### config.mk
export PLATFORM = sky130hd
export DESIGN_NAME = branch_resolve_ctrl
export DESIGN_NICKNAME = d
export VERILOG_FILES = /design/src/rtl/branch_pkg.sv /design/src/rtl/branch_cmp.sv /design/src/rtl/branch_resolve_ctrl.sv
export SDC_FILE = /design/constraint.sdc
export NUM_CORES = 1
export LEC_CHECK = 0
export BUFFER_PORTS_ARGS = -buffer_cell sky130_fd_sc_hd__buf_2
export CORE_MARGIN = 4
export CORE_UTILIZATION = 40
export DETAILED_ROUTE_END_ITERATION = 7
export GPL_TIMING_DRIVEN = 0
export SYNTH_ARGS = -nofsm -noshare
export SYNTH_HDL_FRONTEND = slang
export SYNTH_SLANG_ARGS = --single-unit
### constraint.sdc
create_clock -name clk -period 5.8 [get_ports clk]
set_input_delay 0.87 -clock clk [delete_from_list [all_inputs] [get_ports clk]]
set_output_delay 0.87 -clock clk [all_outputs]
set_load 0.01 [all_outputs]
### src/rtl/branch_pkg.sv
// Shared definitions for RV32I branch resolution: funct3 encodings, FSM states, helpers.
package branch_pkg;

  localparam logic [2:0] F3_BEQ  = 3'b000;
  localparam logic [2:0] F3_BNE  = 3'b001;
  localparam logic [2:0] F3_BLT  = 3'b100;
  localparam logic [2:0] F3_BGE  = 3'b101;
  localparam logic [2:0] F3_BLTU = 3'b110;
  localparam logic [2:0] F3_BGEU = 3'b111;

  typedef enum logic [1:0] {
    IDLE  = 2'd0,
    CMP   = 2'd1,
    REDIR = 2'd2
  } br_state_t;

  // Targets must be 4-byte aligned: no compressed-instruction support.
  function automatic logic is_misaligned(input logic [1:0] lsb);
    return lsb != 2'b00;
  endfunction

endpackage

### src/rtl/branch_cmp.sv
// Combinational branch comparator: funct3 selects the condition; undefined encodings flag illegal.
module branch_cmp
  import branch_pkg::*;
#(
  parameter int XLEN = 32
) (
  input  logic [2:0]      funct3,
  input  logic [XLEN-1:0] rs1,
  input  logic [XLEN-1:0] rs2,
  output logic            taken,
  output logic            illegal
);

  always_comb begin
    taken   = 1'b0;
    illegal = 1'b0;
    case (funct3)
      F3_BEQ:  taken = (rs1 == rs2);
      F3_BNE:  taken = (rs1 != rs2);
      F3_BLT:  taken = ($signed(rs1) <  $signed(rs2));
      F3_BGE:  taken = ($signed(rs1) >= $signed(rs2));
      F3_BLTU: taken = (rs1 <  rs2);
      F3_BGEU: taken = (rs1 >= rs2);
      default: illegal = 1'b1;
    endcase
  end

endmodule

### src/rtl/branch_resolve_ctrl.sv
// Branch resolution controller: one op per handshake, done 2 edges after accept (+ redirect wait when taken).
// Redirect held until fetch accepts; optional taken/not-taken counters under BRANCH_STATS_EN.
module branch_resolve_ctrl
  import branch_pkg::*;
#(
  parameter int XLEN = 32
) (
  input  logic            clk,
  input  logic            rst_n,
  input  logic            req_valid,
  output logic            req_ready,
  input  logic [2:0]      funct3,
  input  logic [XLEN-1:0] rs1,
  input  logic [XLEN-1:0] rs2,
  input  logic [XLEN-1:0] pc,
  input  logic [XLEN-1:0] imm,
  output logic            redirect_valid,
  input  logic            redirect_ready,
  output logic [XLEN-1:0] redirect_pc,
  output logic            flush,
  output logic            done,
  output logic            taken,
  output logic            illegal,
  output logic            misalign
`ifdef BRANCH_STATS_EN
  ,
  output logic [31:0]     stat_taken,
  output logic [31:0]     stat_ntaken
`endif
);

  br_state_t       state, state_nxt;
  logic [2:0]      f3_q;
  logic [XLEN-1:0] rs1_q, rs2_q, pc_q, imm_q;
  logic [XLEN-1:0] target;
  logic            cmp_taken, cmp_illegal;
  logic            accept;

  logic            redirect_valid_nxt;
  logic [XLEN-1:0] redirect_pc_nxt;
  logic            flush_nxt, done_nxt, taken_nxt, illegal_nxt, misalign_nxt;

  assign req_ready = (state == IDLE) && rst_n;
  assign accept    = req_valid && req_ready;
  assign target    = pc_q + imm_q;

  branch_cmp #(.XLEN(XLEN)) u_cmp (
    .funct3  (f3_q),
    .rs1     (rs1_q),
    .rs2     (rs2_q),
    .taken   (cmp_taken),
    .illegal (cmp_illegal)
  );

  always_ff @(posedge clk or negedge rst_n) begin
    if (!rst_n) begin
      f3_q  <= '0;
      rs1_q <= '0;
      rs2_q <= '0;
      pc_q  <= '0;
      imm_q <= '0;
    end else if (accept) begin
      f3_q  <= funct3;
      rs1_q <= rs1;
      rs2_q <= rs2;
      pc_q  <= pc;
      imm_q <= imm;
    end
  end

  always_comb begin
    state_nxt          = state;
    redirect_valid_nxt = redirect_valid;
    redirect_pc_nxt    = redirect_pc;
    flush_nxt          = 1'b0;
    done_nxt           = 1'b0;
    taken_nxt          = taken;
    illegal_nxt        = 1'b0;
    misalign_nxt       = 1'b0;
    case (state)
      IDLE: begin
        if (accept) state_nxt = CMP;
      end
      CMP: begin
        if (cmp_illegal) begin
          illegal_nxt = 1'b1;
          done_nxt    = 1'b1;
          taken_nxt   = 1'b0;
          state_nxt   = IDLE;
        end else if (cmp_taken && is_misaligned(target[1:0])) begin
          // Misaligned taken target retires as an exception, never reaches fetch.
          misalign_nxt = 1'b1;
          done_nxt     = 1'b1;
          taken_nxt    = 1'b1;
          state_nxt    = IDLE;
        end else if (cmp_taken) begin
          redirect_valid_nxt = 1'b1;
          redirect_pc_nxt    = target;
          flush_nxt          = 1'b1;
          state_nxt          = REDIR;
        end else begin
          done_nxt  = 1'b1;
          taken_nxt = 1'b0;
          state_nxt = IDLE;
        end
      end
      REDIR: begin
        if (redirect_ready) begin
          redirect_valid_nxt = 1'b0;
          done_nxt           = 1'b1;
          taken_nxt          = 1'b1;
          state_nxt          = IDLE;
        end
      end
      default: state_nxt = IDLE;
    endcase
  end

  always_ff @(posedge clk or negedge rst_n) begin
    if (!rst_n) begin
      state          <= IDLE;
      redirect_valid <= 1'b0;
      redirect_pc    <= '0;
      flush          <= 1'b0;
      done           <= 1'b0;
      taken          <= 1'b0;
      illegal        <= 1'b0;
      misalign       <= 1'b0;
    end else begin
      state          <= state_nxt;
      redirect_valid <= redirect_valid_nxt;
      redirect_pc    <= redirect_pc_nxt;
      flush          <= flush_nxt;
      done           <= done_nxt;
      taken          <= taken_nxt;
      illegal        <= illegal_nxt;
      misalign       <= misalign_nxt;
    end
  end

`ifdef BRANCH_STATS_EN
  always_ff @(posedge clk or negedge rst_n) begin
    if (!rst_n) begin
      stat_taken  <= '0;
      stat_ntaken <= '0;
    end else if (done_nxt && !illegal_nxt) begin
      if (taken_nxt) stat_taken  <= stat_taken + 32'd1;
      else           stat_ntaken <= stat_ntaken + 32'd1;
    end
  end
`endif

endmodule

== Word level (Yosys, flattened, before mapping) ==
Index checks and enable logic that the tools add are counted.
Storage, ports and cells
  bits in registers: 171
  input bits: 135
Operators by class
  add/sub/neg operators: 1
  order comparisons: 4
  equal/unequal tests: 15
  mux-type cells: 31
  bitwise logic cells: 1
  reduce and logical (&&, ||, !) cells: 12
Operators by type and width (count)
  32-bit greater-or-equal comparator: 2
  32-bit < comparator: 2
  32-bit adder: 1
  32-bit equality test: 1
  32-bit inequality test: 1
  1-bit two-way mux: 21
  3-bit equality test (second input constant): 4
  2-bit two-way mux: 5
  2-bit inequality test (second input constant): 5
  1-bit one-hot mux with 2 select lines: 3
  1-bit one-hot mux with 6 select lines: 1
  2-bit one-hot mux with 3 select lines: 1
  6-bit OR reduction: 1
  5-bit AND reduction: 1
  4-bit inequality test (second input constant): 1
  4-bit AND reduction: 1
  2-bit nonzero test: 2
  3-bit by 1-bit equality test with 1-bit output (second input constant): 1
  1-bit logical AND: 3
  3-bit zero test: 1
  3-bit AND reduction: 1
  2-bit by 1-bit equality test with 1-bit output (second input constant): 1
  2-bit equality test (second input constant): 1
  2-bit zero test: 1
  2 further kinds: 2

== Depth between registers and ports, before layout ==
Gate-level depths: netlist of the first run.
  depth after elaboration: 6
  depth in mapped cells: 13
  mapped depth without buffers: 12

== Hierarchy ==
From an unflattened synthesis of the first run, not the netlist that was laid out.
Unflattened totals
  cell total of the unflattened synthesis: 782
  area total of the unflattened synthesis: 9014.9 sq um
By module, submodules not included
  branch_resolve_ctrl: instances 1, cells each 653, area an instance 8085.3 sq um, sequential area each 4279.1 sq um
  branch_cmp: instances 1, cells each 129, area an instance 929.6 sq um, sequential area each 0.0 sq um

== Worst setup path after synthesis of the first run ==
No wires, ideal clock.
  kind: register -> register
  from: register pc_q[0]
  to: register redirect_pc[30]
  setup time: 76 ps
  arrival: 2803 ps
  setup slack: 2921 ps
  stages on the path, launching flop included: 13
  path buffers: 0
  clock period less this slack: 2879 ps
  cell sequence: dfrtp_1 ha_1 inv_1 fa_1 nor2b_1 o2111ai_1 a311o_1 a211o_1 a31oi_2 o2111ai_1 o41ai_1 o21ba_2 o21ai_1
On the way
  word-level cells in the longest chain between the ends: 5
Ends and longest elaborated chain
  start, declared: line branch_resolve_ctrl.sv:34  | logic [XLEN-1:0] rs1_q, rs2_q, pc_q, imm_q;
  start signal, assigned: line branch_resolve_ctrl.sv:66  | pc_q <= pc;
  32-bit adder (*): line branch_resolve_ctrl.sv:45  | assign target = pc_q + imm_q;
  2-bit nonzero test: line branch_pkg.sv:19  | return lsb != 2'b00;
  1-bit logical AND: line branch_resolve_ctrl.sv:90  | end else if (cmp_taken && is_misaligned(target[1:0])) begin
  1-bit NOT (no line)
  4-bit AND reduction (no line)
  end signal, assigned: line branch_resolve_ctrl.sv:132  | redirect_pc <= redirect_pc_nxt;
  end, declared: line branch_resolve_ctrl.sv:19  | output logic [XLEN-1:0] redirect_pc,
Every way passes the cells marked *; elsewhere a longest branch is shown, timed or not.
A chain may end at the register's enable or synchronous reset.

== Final worst setup path of the first run ==
  from: register pc_q[0]
  to: register redirect_pc[28]
Same word-level chain as after synthesis.

==> results.md, run 1 <==
- The post-detailed-route via-to-cell ratio is 5.030.
- The die area is 24420 um^2.
- The max-slew violation total from the final report is 0.
- The share of post-route cells with drive strength above 1 is 35.71%.
- The final net count is 1155.
- The worst setup timing slack at the placement stage is 2.255 ns.
- The H-tree generated during clock tree synthesis spans 4 levels.
- Entering global routing, the biggest net connects 102 pins.
- The category of the most critical setup path is reg2reg.
- The fraction of the mapped netlist area in simple logic gates is ~7.6%.
- The reported max-cap violation count is 0.
- In this run, post-CTS hold repair placed 0 buffers.
- The overall via count from detail_route is 6242.
- The count of unique library cells instantiated by Yosys is 53.
- Setup slack closes at 2.519 ns.
- Counting along the longest clock path gives a buffer depth of 2.
- The net count of the mapped netlist is 962.
- STA classifies the critical path endpoint as a flip-flop.
- The mean area per synthesized cell is 11.57 um^2.
- The number of global-route vias before repair is 6270.
- TritonCTS built the clock tree.
- The power dissipated by switching net loads is roughly 2.6 mW.
- The area fraction in compound gates after synthesis is 10.90%.
- The number of antenna violations at the first check in global routing came to 0.
- In the synthesized netlist the dominant register cell turns out to be sky130_fd_sc_hd__dfrtp_1.
- The number of failing hold endpoints at the final stage is 0.
- Yosys printed 0 warnings.
- The netlist area before placement is 8795 um^2.
- Setup slack on the worst reg-to-reg path comes out at 2.52 ns.
- For this run, asynchronously set or reset flops after synthesis account for 100.0%.
- The number of detailed-routing iterations run before antenna repair is 5.
- The first global-routing pass estimated ~32 mm of wire.
- The measured slew at the worst slew-check pin is 0.7876 ns.
- The detailed-placement wirelength estimate is 15.21 mm.
- At the later pin of the worst-skew pair, clock insertion delay measures 0.43 ns.
- The height of the chip is 156.3 um.
- Counting cells, the worst reg-to-reg path comes to 12.
- The clock period minus worst slack is 3.281 ns.
- Of the total power, the share spent switching nets is 39.10%.
- The I/O pin total is approximately 170.
- Power spread over the standard cell area amounts to 633.0 nW/um^2.
- The fraction of the cycle the final worst path needs is 56.57%.
- The launch instance of the worst register-to-register path is pc_q[0].
- The clock tree root driver cell is sky130_fd_sc_hd__clkbuf_16.
- After synthesis, flip-flops and latches occupy 48.66% of the total area.
- The run finished with clean final reports.
- In this run the worst path has a maximum fanout of 4.
- The floorplan step defined a core boundary enclosing about 21000 um^2.
- The clock slew at the register clock pins of the worst setup and hold paths is about 0.070 ns.
- Setup total negative slack on the finished layout was measured at 0 ns.
- The area overhead of the layout relative to synthesis is 21.23%.
- The floorplan has 53 rows.
- Of the total power, registers draw 30.8%.
- The number of antenna diodes is 0.
- The count of unresolved DRC violations after routing is 0.
- Port buffering added about 170 buffers.
- Setup repair after global routing left no endpoint under its margin.
- Clock tree synthesis inserted a total of 17 buffers.
- The highest clock frequency the design can meet is 304.8 MHz.
- The static power due to leakage is 5.164 nW.
- After synthesis the netlist holds a flip-flop and latch count of 171.
- Counting flops with a built-in enable in the synthesized netlist gives 0.
- The required time at the endpoint of the critical path is 6.14 ns.
- In this run, the number of DRC markers left after iteration 0 of detailed routing was 201.
- The relative max-transition margin is around 47%.
- The post-CTS setup buffer count is 0.
- Of the total synthesized cell area, the portion taken by full adders, half adders and majority gates is 9.617%.
- The cell-internal power is between 4 and 5 mW.
- The post-layout total power is 6.749 mW.
- The critical path startpoint category is a flip-flop.
- The congestion estimate from routability-driven global placement came to 0.7747.
- The number of sinks handled by clock tree synthesis is around 170.
- For this run the aggregate overflow at the end of global routing stands at 0.
- The path class of the lowest-slack min-delay path is in2async.
- The count of antenna-violating nets left after detailed routing is 0.
- The portion of total power attributed to the clock network is approximately 18%.
- The final setup violation count is 0.
- The aggregate routed wire length is between 15 and 20 mm.
- IR analysis of the VDD net gives a maximum drop of 0.2511 mV.
- The multiplexer fraction of the synthesized cell area is 17.61%.
- The number of gates resized after cts is 0.
- The fraction of synthesized cell area in xor and xnor cells is 2.390%.
- Once the floorplan was initialized, standard cells occupied around two fifths of the core.
- By area, the combinational part of the netlist is dominated by multiplexers.
- The data arrival time of the critical path is 3.62 ns.
- The endpoint of the worst register-to-register path is redirect_pc[28].
- The number of instances in the synthesized netlist is 760.
- The logic gate share of total power is 51.3%.
- The die is 156.3 um wide.
- In the global route stage, overall resource usage came out at between 10% and 20%.
- The clock arrives with around 0.011 ns of skew.
- The average wire length per cell after detail routing is 16.04 um.
-- per-layer routing --
layer / GRT usage [%] / vias up / share of wire [%]
li1: - / 3117 / -
met1: 22.14 / 2980 / 47
met2: 26.82 / 132 / 47
met3: 4.452 / 13 / 5.7
met4: 4.008 / 0 / 0.88
met5: 0 / - / 0
-- area by class of cell --
class,instances,area [um^2]
tap,275,344.1
inverter,51,191.4
multi-input combinational,516,4232
fill,2015,10690
clock buffer,18,439.2
sequential,171,4279
timing repair buffer,174,903.4
clock inverter,14,180.2
buffer,22,92.59
-- worst max path at each step --
stage                    from         endpoint  slack, ns  cells past startpoint
CTS                   pc_q[0]  redirect_pc[28]       2.46                     12
global route        rs1_q[31]  redirect_pc[13]       2.20                     12
detailed placement      rst_n        rs2_q[27]       2.26                      6
finish                pc_q[0]  redirect_pc[28]       2.52                     12
floorplan             pc_q[0]  redirect_pc[30]       2.92                     12
global placement        rst_n        rs2_q[27]      -0.08                      6
-- cell usage after synthesis, drive strengths merged (3+ instances only) --
| library cell | instances | area (um^2) |
|---|---|---|
| nand2 | 51 | 191.4 |
| o31ai | 4 | 30.03 |
| nand3 | 13 | 65.06 |
| o211ai | 5 | 37.54 |
| o21a | 3 | 22.52 |
| xor2 | 9 | 78.83 |
| mux2i | 4 | 40.04 |
| nor2b | 7 | 43.79 |
| a21oi | 36 | 180.2 |
| ha | 66 | 825.8 |
| o21ai | 45 | 225.2 |
| dfrtp | 171 | 4279 |
| o41ai | 4 | 35.03 |
| nor2 | 21 | 78.83 |
| clkbuf | 12 | 45.04 |
| a211oi | 6 | 45.04 |
| nor4 | 4 | 25.02 |
| and3 | 5 | 31.28 |
| o221ai | 3 | 26.28 |
| a21o | 16 | 120.1 |
| inv | 51 | 191.4 |
| o21bai | 3 | 22.52 |
| mux2 | 134 | 1509 |
| xnor2 | 15 | 131.4 |
| and2 | 7 | 43.79 |
| nand4 | 13 | 87.58 |
| nand2b | 6 | 37.54 |
| buf | 10 | 47.55 |
| a31oi | 6 | 43.79 |
| nor3 | 11 | 55.05 |
-- critical path: stages (launching register included) --
cell	delay, ns
sky130_fd_sc_hd__dfrtp_1	0.35
sky130_fd_sc_hd__ha_1	0.19
sky130_fd_sc_hd__inv_1	0.06
sky130_fd_sc_hd__fa_1	0.40
sky130_fd_sc_hd__nor2b_1	0.16
sky130_fd_sc_hd__o2111ai_1	0.19
sky130_fd_sc_hd__a311o_1	0.38
sky130_fd_sc_hd__a211o_1	0.36
sky130_fd_sc_hd__a31oi_2	0.23
sky130_fd_sc_hd__o2111ai_1	0.23
sky130_fd_sc_hd__a211oi_1	0.38
sky130_fd_sc_hd__nor3_1	0.08
sky130_fd_sc_hd__o31ai_1	0.19
-- flip-flops by register name (all words and copies together) (netlist names) --
name            count
redirect_valid      1
rs1_q              32
state               2
flush               1
misalign            1
done                1
imm_q              32
redirect_pc        32
f3_q                3
pc_q               32
rs2_q              32
illegal             1
taken               1
-- cells in the final DEF, fill, tap and decap left out, types with 3 or more instances in the layout --
master / instances
sky130_fd_sc_hd__clkbuf_16: 17
sky130_fd_sc_hd__nor2_1: 21
sky130_fd_sc_hd__nand3_1: 13
sky130_fd_sc_hd__nand2b_1: 6
sky130_fd_sc_hd__buf_1: 7
sky130_fd_sc_hd__a31oi_1: 5
sky130_fd_sc_hd__a21oi_1: 36
sky130_fd_sc_hd__xnor2_1: 15
sky130_fd_sc_hd__mux2i_1: 4
sky130_fd_sc_hd__nor4_1: 4
sky130_fd_sc_hd__ha_1: 66
sky130_fd_sc_hd__xor2_1: 9
sky130_fd_sc_hd__o21a_1: 3
sky130_fd_sc_hd__a211oi_1: 6
sky130_fd_sc_hd__and3_1: 5
sky130_fd_sc_hd__o221ai_1: 3
sky130_fd_sc_hd__o41ai_1: 4
sky130_fd_sc_hd__and2_1: 7
sky130_fd_sc_hd__o211ai_1: 5
sky130_fd_sc_hd__o21ai_1: 24
sky130_fd_sc_hd__o21bai_1: 3
sky130_fd_sc_hd__o21ai_0: 21
sky130_fd_sc_hd__inv_6: 6
sky130_fd_sc_hd__dfrtp_1: 171
sky130_fd_sc_hd__nor2b_1: 7
sky130_fd_sc_hd__mux2_2: 131
sky130_fd_sc_hd__nand4_1: 12
sky130_fd_sc_hd__inv_1: 50
sky130_fd_sc_hd__buf_2: 174
sky130_fd_sc_hd__mux2_1: 3
sky130_fd_sc_hd__bufinv_16: 3
sky130_fd_sc_hd__clkbuf_1: 12
sky130_fd_sc_hd__o31ai_1: 4
sky130_fd_sc_hd__nand2_1: 51
sky130_fd_sc_hd__a21o_1: 16
sky130_fd_sc_hd__nor3_1: 11
-- stage by stage --
| stage | area [um^2] | cells | utilization (%) | hold WS [ns] |
|---|---|---|---|---|
| final | 10660 | 1241 | 49.93 | 0.4567 |
| after global routing | 10660 | 1241 | 49.93 | 0.5066 |
| after detailed placement | 10040 | 1209 | 47.03 | 0.4661 |
| after floorplan | 8795 | 760 | - | 0.4794 |
| after CTS | 10660 | 1241 | 49.93 | 0.4813 |
| after global placement | 10000 | 1208 | 46.85 | 0.4628 |
-- power by group through the flow --
stage | Clock (mW) | Combinational (mW) | Sequential [mW]
CTS | 1.24 | 3.51 | 2.09
floorplan | 0 | 2.66 | 2.07
detailed placement | 0 | 3.48 | 2.11
finish | 1.21 | 3.46 | 2.08
global placement | 0 | 3.46 | 2.09
global route | 1.29 | 3.94 | 2.15
-- logic make-up (layout without fill, tap and decap cells) --
family / Yosys count / after routing
AOI/OAI and AO/OA: 148 / 148
adders and majority gates: 67 / 67
and+or+nand+nor: 139 / 139
DFF: 171 / 171
muxes: 138 / 138
xor gates and xnor gates: 24 / 24
buffers and inverters: 73 / 279
(Power assumes the default switching activity.)
==> run 2, diff against run 1 <==
==> constraint.sdc (replaced) <==
create_clock -name clk -period 3.3 [get_ports clk]
set_input_delay 0.495 -clock clk [delete_from_list [all_inputs] [get_ports clk]]
set_output_delay 0.495 -clock clk [all_outputs]
set_load 0.01 [all_outputs]
==> results.md, run 2 (synthesized netlist as in run 1, its figures left out) <==
- The total clock buffers created by CTS is 17 (unchanged).
- STA classifies the critical path endpoint as a flip-flop.
- The detailed router used layers up to and including met4.
- The fraction of the core area covered by cells at the end of the flow is 50.44% (+0.51 points).
- The I/O pin total is 174 (unchanged).
- The delay of the slowest critical-path stage is 0.41 ns (about the same).
- The iteration-0 DRC count of the detailed router is 227 (+13%).
- The overall fraction of global-route tracks in use is 16.51% (unchanged).
- The overall via count from detail_route came to 6261 (+0.30%).
- Clock tree synthesis selected as its root buffer the cell sky130_fd_sc_hd__clkbuf_16.
- The post-detailed-route via-to-cell ratio was 5.033 (about the same).
- The areal power density over the cells is 1120 nW/um^2 (+77%).
- The height of the chip is 156.3 um (unchanged).
- The clock slew at the register clock pins of the worst setup and hold paths is 0.07 ns (about the same).
- The final sum of negative setup slack was 0 ns (unchanged).
- TritonCTS built the clock tree.
- The detailed-placement wirelength estimate is 15.21 mm (unchanged).
- The largest net degree at the start of global routing was 102 (unchanged).
- The static power due to leakage came to 5.187 nW (+0.45%).
- The wire length on met1 is 9.275 mm (about the same).
- The number of detailed-routing iterations run before antenna repair is 4 (-1).
- The number of sinks handled by clock tree synthesis is 171 (unchanged).
- The number of global-route vias before repair came to 6273 (+0.048%).
- The core outline area came to 21350 um^2 (unchanged).
- The count of antenna-violating nets left after detailed routing is 0 (unchanged).
- The total number of placement rows was 53 (unchanged).
- The maximum net fanout on the critical path is 4 (unchanged).
- The final net count came to 1157 (+0.17%).
- The critical path startpoint category is a flip-flop.
- The horizontal die dimension came to 156.3 um (unchanged).
- The placer congestion estimate was 0.7747 (unchanged).
- The aggregate routed wire length is 20.03 mm (+0.64%).
- The average wire length per cell after detail routing was 16.10 um (+0.40%).
- The library cell used most frequently in the layout, excluding fill and tap cells, is sky130_fd_sc_hd__buf_2.
- The starting density of the core is 41.19% (unchanged).
- The largest buffer count on any clock path is 2 (unchanged).
- The share of post-route cells with drive strength above 1 is 36.88% (+1.2 points).
- The count of buffer and inverter cells on the critical path is 1 (unchanged).
- The setup slack of the worst register-to-register path was 0.24 ns (-2.28 ns).
- Walking the worst path, the cells encountered are ha_1 -> inv_1 -> fa_2 -> nor2b_2 -> o2111ai_2 -> a311o_1 -> a211o_1 -> a31oi_4 -> o2111ai_4 -> o41ai_2 -> o21ba_2 -> o21ai_1.
- The flow ran to the end, and the final reports show no timing, DRC or antenna violations.
- The tightest min-delay check is of the in2async type.
- The largest clock skew in the final design is 0.01054 ns (-0.0002000 ns).
- The slowest cell on the critical path is sky130_fd_sc_hd__a311o_1.
- The count of unresolved DRC violations after routing is 0 (unchanged).
- The worst setup timing slack at the placement stage is -0.03386 ns (-2.289 ns).
- The die area was 24420 um^2 (unchanged).
- The count of port buffers added during placement was 173 (unchanged).
- The fraction of the cycle the final worst path needs came to 92.78% (+36 points).
- The required time at the endpoint of the critical path is 3.66 ns (-2.48 ns).
- The met2 wire length is 9.386 mm (+0.62%).
- The measured slew at the worst slew-check pin came to 0.7848 ns (-0.002848 ns).
- The wire length on met3 is 1.181 mm (+4.2%).
- The reported max-cap violation count is 0 (unchanged).
- Grouping stages by cell kind, the critical path spends the most delay in compound AO/OA/AOI/OAI gates.
- The relative max-transition margin is 47.68% (+0.19 points).
- The area overhead of the layout relative to synthesis is 22.46%.
- The H-tree depth is 4 (unchanged).
- The post-layout total power is 12.06 mW (+79%).
- The worst register-to-register path begins at pc_q[0].
- The cts-stage hold buffer count is 0 (unchanged).
- The highest ir drop seen on vdd came to 0.4414 mV (+76%).
- The number of cells on the critical path is 12 (unchanged).
- The endpoint identified for the worst register-to-register timing path is redirect_pc[30].
- The clock period minus worst slack is 3.062 ns (-0.2192 ns).
- The worst-case reg-to-reg path depth is 12 (unchanged).
- The highest clock frequency the design can meet is 326.6 MHz (+7.2%).
- The design area was 10770 um^2 (+1.0%).
- In the layout the commonest cells are sky130_fd_sc_hd__buf_2 (173), sky130_fd_sc_hd__dfrtp_1 (171), sky130_fd_sc_hd__mux2_2 (131), sky130_fd_sc_hd__ha_1 (65), sky130_fd_sc_hd__nand2_1 (51).
- The number of antenna violations at the first check in global routing is 0 (unchanged).
- The least setup slack across all paths after layout was 0.2383 ns (-2.281 ns).
- The category of the most critical setup path is reg2reg.
- The cell area after placement came to 10040 um^2 (unchanged).
- The most critical setup path has its startpoint at pc_q[0].
- The data arrival time of the critical path is 3.42 ns (-0.20 ns).
- The clock latency reported for the late side of the worst-skew pair is 0.43 ns (about the same).
- In this run the worst setup path terminates at redirect_pc[30].
- The final setup violation count is 0 (unchanged).
- The max-slew violation total from the final report is 0 (unchanged).
- The wire length of the first global-routing pass is 32.24 mm (unchanged).
- The number of failing hold endpoints at the final stage was 0 (unchanged).
- The total overflow reported by the global router came to 0 (unchanged).
## run 2: changes by cell type in the layout (fill, tap and decap cells not counted), sizes merged
cell / delta
diode: +1
clkbuf: -1
buf: +3
## run 2: area by class of cell
| class | count | area, um^2 |
|---|---|---|
| sequential | 171 | 4279 |
| inverter | 51 | 191.4 |
| tap | 275 | 344.1 |
| antenna | 1 | 2.502 |
| clock inverter | 14 | 180.2 |
| clock buffer | 18 | 439.2 |
| fill | 2002 | 10580 |
| buffer | 22 | 95.09 |
| timing repair buffer | 176 | 918.4 |
| multi-input combinational | 516 | 4320 |
## run 2: layer usage
metal / GRT usage, % / vias to the layer above
li1: - / 3118
met1: 22.14 / 2995
met5: 0 / -
met3: 4.452 / 14
met2: 26.82 / 134
met4: 4.008 / 0
## run 2: where the power goes
part	internal (mW)	switching [mW]	total (mW)
Combinational	2.95	3.33	6.28
Sequential	3.11	0.547	3.66
Clock	1.23	0.889	2.12
## run 2: through the flow
step,cells,hold slack [ns]
after floorplan,760,0.1994
after global placement,1208,0.4628
after detailed placement,1209,0.4661
after CTS,1241,0.1297
after global routing,1243,0.1498
final,1244,0.08053
## run 2: worst min path at each step
stage | startpoint | endpoint | slack (ns) | cells after the start
2_1_floorplan | rst_n | done | 0.20 | 0
3_3_place_gp | redirect_pc[18] | redirect_pc[18] | 0.46 | 2
3_5_place_dp | redirect_pc[29] | redirect_pc[29] | 0.47 | 2
4_1_cts | rst_n | rs2_q[4] | 0.13 | 1
5_1_grt | rst_n | rs2_q[4] | 0.15 | 1
6_report | rst_n | rs2_q[4] | 0.08 | 1
## run 2: timing repair
item                                    in CTS  in global routing
hold endpoints to repair                     0                  0
pin swaps                                    0                  5
endpoints found under the setup margin      12                 33
buffers inserted                             0                  2
resized for setup                            3                 15
